[config.mk]
export PLATFORM = sky130hd
export DESIGN_NAME = ip_acc
export DESIGN_NICKNAME = d
export VERILOG_FILES = /design/src/rtl/ip_acc.sv
export SDC_FILE = /design/constraint.sdc
export NUM_CORES = 2
export LEC_CHECK = 0
export BUFFER_PORTS_ARGS = -buffer_cell sky130_fd_sc_hd__buf_4
export CAP_MARGIN = 20
export CORE_ASPECT_RATIO = 1.1
export CORE_MARGIN = 5
export CORE_UTILIZATION = 55
export CTS_CLUSTER_SIZE = 12
export DETAILED_ROUTE_END_ITERATION = 10
export GPL_TIMING_DRIVEN = 0
export PLACE_DENSITY = 0.71
export SLEW_MARGIN = 20
export SYNTH_ARGS = -nofsm -noshare
export SYNTH_HDL_FRONTEND = slang
export SYNTH_SLANG_ARGS = --single-unit
[constraint.sdc]
create_clock -name clk -period 11.6 [get_ports clk]
set_input_delay 2.32 -clock clk [delete_from_list [all_inputs] [get_ports clk]]
set_output_delay 2.32 -clock clk [all_outputs]
set_load 0.02 [all_outputs]
[src/rtl/ip_acc.sv]
// ip_acc: streaming inner-product accumulator.
// Each accepted beat multiplies SIZE lanes of x by w. The lane products are
// registered (stage 1). They are then summed and added to a saturating
// accumulator (stage 2). A result is presented with a valid/ready handshake
// two cycles after the last beat of a vector.
module ip_acc #(
    parameter int BITWIDTH       = 16,
    parameter int INPUT_BITWIDTH = 8,
    parameter int SIZE           = 8,
    parameter int ACC_BITWIDTH   = 32,
    parameter int MAX_BEATS      = 16,
    parameter int SIGNED         = 1
) (
    input  logic                                   clk,
    input  logic                                   rst,
    input  logic                                   in_valid,
    output logic                                   in_ready,
    input  logic                                   in_last,
    input  logic [INPUT_BITWIDTH*SIZE-1:0]         x,
    input  logic [BITWIDTH*SIZE-1:0]               w,
    output logic                                   out_valid,
    input  logic                                   out_ready,
    output logic [ACC_BITWIDTH-1:0]                out_sum,
    output logic [$clog2(MAX_BEATS+1)-1:0]         out_beats,
    output logic                                   out_overflow,
    output logic                                   out_len_err
);

    localparam int PW = BITWIDTH + INPUT_BITWIDTH;
    localparam int CW = $clog2(MAX_BEATS + 1);
    // The beat sum can exceed ACC_BITWIDTH. Stage 2 therefore works in a width
    // that holds accumulator plus beat sum exactly. It clamps only at the end.
    localparam int SW = PW + $clog2(SIZE) + 1;
    localparam int WB = (ACC_BITWIDTH > SW) ? ACC_BITWIDTH : SW;
    localparam int W  = WB + 2;

    localparam logic [W-1:0] SMAX = (W'(1) << (ACC_BITWIDTH - 1)) - W'(1);
    localparam logic [W-1:0] SMIN = ~SMAX;
    localparam logic [W-1:0] UMAX = (W'(1) << ACC_BITWIDTH) - W'(1);

    typedef enum logic [1:0] {S_IDLE, S_ACC, S_WAIT, S_DONE} state_t;

    state_t                   state_q;
    logic                     in_ready_q;
    logic                     out_valid_q;
    logic [CW-1:0]            cnt_q;
    logic                     len_err_q;

    logic [SIZE-1:0][PW-1:0]  prod_d;
    logic [SIZE-1:0][PW-1:0]  prod_q;
    logic                     p_valid_q;
    logic                     p_first_q;

    logic [ACC_BITWIDTH-1:0]  acc_d;
    logic [ACC_BITWIDTH-1:0]  acc_q;
    logic                     clamp;
    logic                     ovf_q;

    logic                     accept;
    logic                     first_beat;
    logic [CW-1:0]            cnt_inc;
    logic                     hit_max;

    assign accept     = in_valid & in_ready_q;
    assign first_beat = (state_q == S_IDLE);
    assign cnt_inc    = first_beat ? CW'(1) : cnt_q + CW'(1);
    assign hit_max    = (cnt_inc == CW'(MAX_BEATS));

    assign in_ready     = in_ready_q;
    assign out_valid    = out_valid_q;
    assign out_sum      = acc_q;
    assign out_beats    = cnt_q;
    assign out_overflow = ovf_q;
    assign out_len_err  = len_err_q;

    // Control FSM: beat counting, length error and registered handshake outputs.
    always_ff @(posedge clk or posedge rst) begin
        if (rst) begin
            state_q     <= S_IDLE;
            in_ready_q  <= 1'b1;
            out_valid_q <= 1'b0;
            cnt_q       <= '0;
            len_err_q   <= 1'b0;
        end else begin
            case (state_q)
                S_IDLE, S_ACC: begin
                    if (accept) begin
                        cnt_q     <= cnt_inc;
                        len_err_q <= ~in_last & hit_max;
                        if (in_last || hit_max) begin
                            state_q    <= S_WAIT;
                            in_ready_q <= 1'b0;
                        end else begin
                            state_q <= S_ACC;
                        end
                    end
                end
                S_WAIT: begin
                    state_q     <= S_DONE;
                    out_valid_q <= 1'b1;
                end
                S_DONE: begin
                    if (out_ready) begin
                        state_q     <= S_IDLE;
                        out_valid_q <= 1'b0;
                        in_ready_q  <= 1'b1;
                    end
                end
                default: begin
                    state_q     <= S_IDLE;
                    in_ready_q  <= 1'b1;
                    out_valid_q <= 1'b0;
                end
            endcase
        end
    end

    // Stage 1 lane products, sign- or zero-extended to full product width.
    always_comb begin
        logic [PW+1:0] xe;
        logic [PW+1:0] we;
        logic [PW+1:0] pf;
        prod_d = '0;
        xe     = '0;
        we     = '0;
        pf     = '0;
        for (int unsigned i = 0; i < SIZE; i++) begin
            if (SIGNED != 0) begin
                xe = (PW+2)'($signed(x[INPUT_BITWIDTH*i +: INPUT_BITWIDTH]));
                we = (PW+2)'($signed(w[BITWIDTH*i +: BITWIDTH]));
            end else begin
                xe = (PW+2)'(x[INPUT_BITWIDTH*i +: INPUT_BITWIDTH]);
                we = (PW+2)'(w[BITWIDTH*i +: BITWIDTH]);
            end
            pf        = xe * we;
            prod_d[i] = pf[PW-1:0];
        end
    end

    // Stage 1 register: capture products of an accepted beat.
    always_ff @(posedge clk or posedge rst) begin
        if (rst) begin
            prod_q    <= '0;
            p_valid_q <= 1'b0;
            p_first_q <= 1'b0;
        end else begin
            p_valid_q <= accept;
            p_first_q <= accept & first_beat;
            if (accept) begin
                prod_q <= prod_d;
            end
        end
    end

    // Stage 2 beat sum plus accumulator, clamped to the accumulator range.
    always_comb begin
        logic [W-1:0] beat_sum;
        logic [W-1:0] base;
        logic [W-1:0] tot;
        beat_sum = '0;
        for (int unsigned i = 0; i < SIZE; i++) begin
            if (SIGNED != 0) begin
                beat_sum = beat_sum + W'($signed(prod_q[i]));
            end else begin
                beat_sum = beat_sum + W'(prod_q[i]);
            end
        end
        if (p_first_q) begin
            base = '0;
        end else if (SIGNED != 0) begin
            base = W'($signed(acc_q));
        end else begin
            base = W'(acc_q);
        end
        tot   = base + beat_sum;
        acc_d = tot[ACC_BITWIDTH-1:0];
        clamp = 1'b0;
        if (SIGNED != 0) begin
            if ($signed(tot) > $signed(SMAX)) begin
                acc_d = SMAX[ACC_BITWIDTH-1:0];
                clamp = 1'b1;
            end else if ($signed(tot) < $signed(SMIN)) begin
                acc_d = SMIN[ACC_BITWIDTH-1:0];
                clamp = 1'b1;
            end
        end else if (tot > UMAX) begin
            acc_d = UMAX[ACC_BITWIDTH-1:0];
            clamp = 1'b1;
        end
    end

    // Stage 2 register: accumulator and sticky overflow, restarted on first beat.
    always_ff @(posedge clk or posedge rst) begin
        if (rst) begin
            acc_q <= '0;
            ovf_q <= 1'b0;
        end else if (p_valid_q) begin
            acc_q <= acc_d;
            ovf_q <= p_first_q ? clamp : (ovf_q | clamp);
        end
    end

endmodule

==> qor.yml <==
drt:
  drt_wl_total_mm: 133
  detailroute.via_count: 38600
  first_pass_iteration_count_of_the_detailed_router: 5
  drtIter0Drc: 2332
  post-route-drc-count: 0
  detail-route-antenna-nets: 0
  wl_per_cell_um: 18.3
  post_drt_via_cell_ratio: 5.34
cts:
  cts_tree: "done"
  ctsResizeCount: 0
  numCtsBuffers: 26
  htree_levels: 1
  cts_hold_buffers: 0
  worst_skew_pair.late_latency_ns: 0.56
  cts-root-to-sink-buffers: 3
  postCtsSetupRepairBufs: 0
  clock_sink_count: 237
  cts-root-buf: "sky130_fd_sc_hd__clkbuf_16"
  clk_transition_reported_paths_ns: 0.07
critical_path:
  delay_heaviest_family_cp: "compound AO/OA/AOI/OAI gates"
  worst-endpoint-required_ns: 12.04
  crit_path_top_delay_cell: "sky130_fd_sc_hd__o31ai_1"
  timing.critical_path.from_type: "register"
  kind_of_end_point_of_the_critical_path: "register"
  crit_path_max_fanout: 10
  critical-path-max-stage-delay_ns: 0.71
  worst-endpoint-arrival_ns: 8.65
  critical_path_class: "register to register"
  timing.critical_path.buf_inv: 4
cells_and_area:
  fillerInstances: 8225
  drive_above_1_share: 0.0536
  multi_input_comb_area_sq_mm: 0.0398
  num-nets-final: 7566
  area.growth.synth_to_final_pct: 8.33
  layout.cell_area.non_filler_sq_mm: 0.0555
  register_area_sq_mm: 0.00593
timing:
  tightest_pin_transition_ns: 1.18
  rsz0062_at_grt: "no"
  hold_viol: 0
  setup_violation_total_in_the_final_timing_report: 0
  whs_ns: 0.482
  finalMaxSlewViolations: 0
  finalWorstPathRequiredPeriod_ns: 8.21
  fin_worst_skew_ns: 0.0156
  final_period_utilization: 0.708
  maxClockFrequency_mhz: 122
  timing.max_slew.rel_slack: 0.216
  finalSetupTns_ns: 0
die:
  floorplan.initialDensity: 0.553
  die-height_um: 330
  dieArea_sq_mm: 0.0993
  placeableCoreArea_sq_mm: 0.0925
  die_x_um: 301
  floorplan.rows: 117
  io_pins: 238
yosys:
  synth_cell_types: 74
  synth_warnings: 0
  synthesis.instances: 5707
  synth_nets: 7299
  synth_enable_flop_cells: 0
  syn_area_sq_mm: 0.0512
  synthArstFlopShare: 1.00
  ys_ff_latch: 237
  synth.yosys.seq_area_share: 0.116
  syn_area_cell_sq_um: 8.97
  synth-main-ff-cell: "sky130_fd_sc_hd__dfrtp_1"
global_routing:
  first_pass_grt_wire_length_mm: 216
  first_global_vias: 40500
  grt_start_max_net_pins: 106
  sum_of_overflow_across_all_layers_after_global_routing: 0
  all_layer_gr_usage: 0.273
  grt_antenna_before_repair: 1
placed_design:
  hpwl_mm: 114
  detailed_place.area_sq_mm: 0.0546
  finalWeightedCongestion: 0.975
  portBuffers: 237
min_path:
  worst_hold_path_type: "register to register"
run_status:
  outcome: "finished, final reports clean"
power:
  power.static_leakage_nw: 27.6
  p_per_area_mw_per_mm2: 162
  total_power_mw: 8.97
  ir_worst_vdd_mv: 0.154
flow_run:
  timing.max_cap.violations: 0
[state kept, by name (all words and copies together) (netlist names)]
register and count:
in_ready 1, out_overflow 1, p_valid_q 1, prod_q 192, out_len_err 1, p_first_q 1, out_beats 5, out_valid 1
out_sum 32, state_q 2
[stage by stage]
| step | setup WS [ns] | std cells | util |
|---|---|---|---|
| floorplan | 2.78 | 5707 | - |
| global placement | 0.0885 | 7193 | 0.590 |
| detailed placement | 3.10 | 7195 | 0.590 |
| CTS | 3.57 | 7239 | 0.599 |
| global route | 2.96 | 7239 | 0.599 |
| finish | 3.39 | 7241 | 0.599 |
[where the power goes]
group          switching, mW  internal (mW)  leakage (nW)
sequential                 0          0.827          3.00
clock                  0.360          0.498         0.413
combinational           4.36           2.93          24.1
total                   4.72           4.26          27.6
[path summary, 6_finish.rpt]
check	end	slack, ns	cells after the start	startpoint
setup / recovery	out_sum[17]	3.39	29	prod_q[97]
min in group asynchronous	out_sum[18]	1.72	2	rst
hold / removal	prod_q[29]	0.48	2	prod_q[29]
max in group asynchronous	prod_q[185]	9.03	3	rst
hold reg to reg	prod_q[29]	0.48	2	prod_q[29]
setup reg to reg	out_sum[17]	3.39	29	prod_q[97]
[cell type report]
type | count | area share
Timing Repair Buffer | 239 | 0.0331
Tap cell | 1249 | 0.0282
Clock buffer | 37 | 0.0130
Multi-Input combinational cell | 4028 | 0.718
Clock inverter | 7 | 0.00226
Antenna cell | 2 | 0.0000902
Sequential cell | 237 | 0.107
Buffer | 132 | 0.00932
Inverter | 1310 | 0.0888
[synthesized netlist by cell type (7+ instances only)]
| library cell | number | area share |
|---|---|---|
| sky130_fd_sc_hd__xnor2_1 | 136 | 0.023 |
| sky130_fd_sc_hd__nor2b_1 | 55 | 0.0067 |
| sky130_fd_sc_hd__ha_1 | 422 | 0.10 |
| sky130_fd_sc_hd__fa_1 | 973 | 0.38 |
| sky130_fd_sc_hd__o31ai_1 | 33 | 0.0048 |
| sky130_fd_sc_hd__a31oi_1 | 24 | 0.0029 |
| sky130_fd_sc_hd__a211oi_1 | 23 | 0.0034 |
| sky130_fd_sc_hd__a31o_2 | 9 | 0.0015 |
| sky130_fd_sc_hd__a21oi_1 | 125 | 0.012 |
| sky130_fd_sc_hd__buf_1 | 9 | 0.00066 |
| sky130_fd_sc_hd__a211o_1 | 8 | 0.0014 |
| sky130_fd_sc_hd__nor3_1 | 63 | 0.0062 |
| sky130_fd_sc_hd__o21a_1 | 23 | 0.0034 |
| sky130_fd_sc_hd__dfrtp_1 | 236 | 0.12 |
| sky130_fd_sc_hd__or3_1 | 9 | 0.0011 |
| sky130_fd_sc_hd__nand4_1 | 12 | 0.0015 |
| sky130_fd_sc_hd__nor2_1 | 162 | 0.012 |
| sky130_fd_sc_hd__o21bai_1 | 15 | 0.0022 |
| sky130_fd_sc_hd__and3_1 | 14 | 0.0017 |
| sky130_fd_sc_hd__xor2_1 | 80 | 0.014 |
| sky130_fd_sc_hd__inv_1 | 1309 | 0.096 |
| sky130_fd_sc_hd__nand2_1 | 576 | 0.042 |
| sky130_fd_sc_hd__nand3_1 | 67 | 0.0065 |
| sky130_fd_sc_hd__nor4_1 | 7 | 0.00086 |
| sky130_fd_sc_hd__a21o_1 | 58 | 0.0085 |
| sky130_fd_sc_hd__clkbuf_1 | 118 | 0.0087 |
| sky130_fd_sc_hd__o21ai_0 | 259 | 0.025 |
| sky130_fd_sc_hd__and2_1 | 611 | 0.075 |
| sky130_fd_sc_hd__nand2b_1 | 145 | 0.018 |
| sky130_fd_sc_hd__nand3b_1 | 7 | 0.0010 |
[worst register-to-register path: cells and delay by family, from the launching register on]
family,cells,cell delay (ns)
buffers and inverters,4,0.90
AND/OR/NAND/NOR,8,1.35
adder cells (fa/ha/maj),7,2.65
AO/OA/AOI/OAI,10,2.82
flip-flops,1,0.36
[cell usage in the layout (no fill, tap or decap), types with 9 or more instances in the layout]
master / netlist / layout
sky130_fd_sc_hd__fa_1: 973 / 973
sky130_fd_sc_hd__a21o_1: 58 / 58
sky130_fd_sc_hd__ha_1: 422 / 422
sky130_fd_sc_hd__o21bai_1: 15 / 15
sky130_fd_sc_hd__nand4_1: 12 / 12
sky130_fd_sc_hd__clkbuf_16: 0 / 26
sky130_fd_sc_hd__a31oi_1: 24 / 24
sky130_fd_sc_hd__nand2b_1: 145 / 145
sky130_fd_sc_hd__xor2_1: 80 / 80
sky130_fd_sc_hd__and3_1: 14 / 14
sky130_fd_sc_hd__and2_1: 611 / 611
sky130_fd_sc_hd__buf_4: 1 / 238
sky130_fd_sc_hd__nor3_1: 63 / 63
sky130_fd_sc_hd__inv_1: 1309 / 1308
sky130_fd_sc_hd__o21a_1: 23 / 23
sky130_fd_sc_hd__nor2_1: 162 / 162
sky130_fd_sc_hd__dfrtp_1: 236 / 236
sky130_fd_sc_hd__o21ai_0: 259 / 259
sky130_fd_sc_hd__nand3_1: 67 / 67
sky130_fd_sc_hd__or3_1: 9 / 9
sky130_fd_sc_hd__a211oi_1: 23 / 23
sky130_fd_sc_hd__nand2_1: 576 / 576
sky130_fd_sc_hd__a21oi_1: 125 / 125
sky130_fd_sc_hd__a31o_2: 9 / 9
sky130_fd_sc_hd__o31ai_1: 33 / 33
sky130_fd_sc_hd__nor2b_1: 55 / 55
sky130_fd_sc_hd__xnor2_1: 136 / 136
sky130_fd_sc_hd__clkbuf_1: 118 / 122
[cell families (layout without fill, tap and decap cells)]
logic type | Yosys count | after routing | share of synthesized area
fa+ha+maj | 1395 | 1395 | 0.484
other cells | 0 | 2 | 0
mux | 7 | 7 | 0.00149
compound gates | 665 | 665 | 0.0816
buf+inv | 1442 | 1725 | 0.106
flops | 237 | 237 | 0.116
simple gates | 1745 | 1745 | 0.175
xor+xnor | 216 | 216 | 0.0370
[routing by layer]
metal / vias to the layer above / GRT usage / routed length (um)
li1: 17900 / - / -
met4: 0 / 0.0633 / 3980
met1: 19500 / 0.375 / 55700
met2: 1069 / 0.470 / 65300
met5: - / 0 / 0
met3: 189 / 0.0328 / 7750
Note: power is estimated with default switching activity, not from simulation.
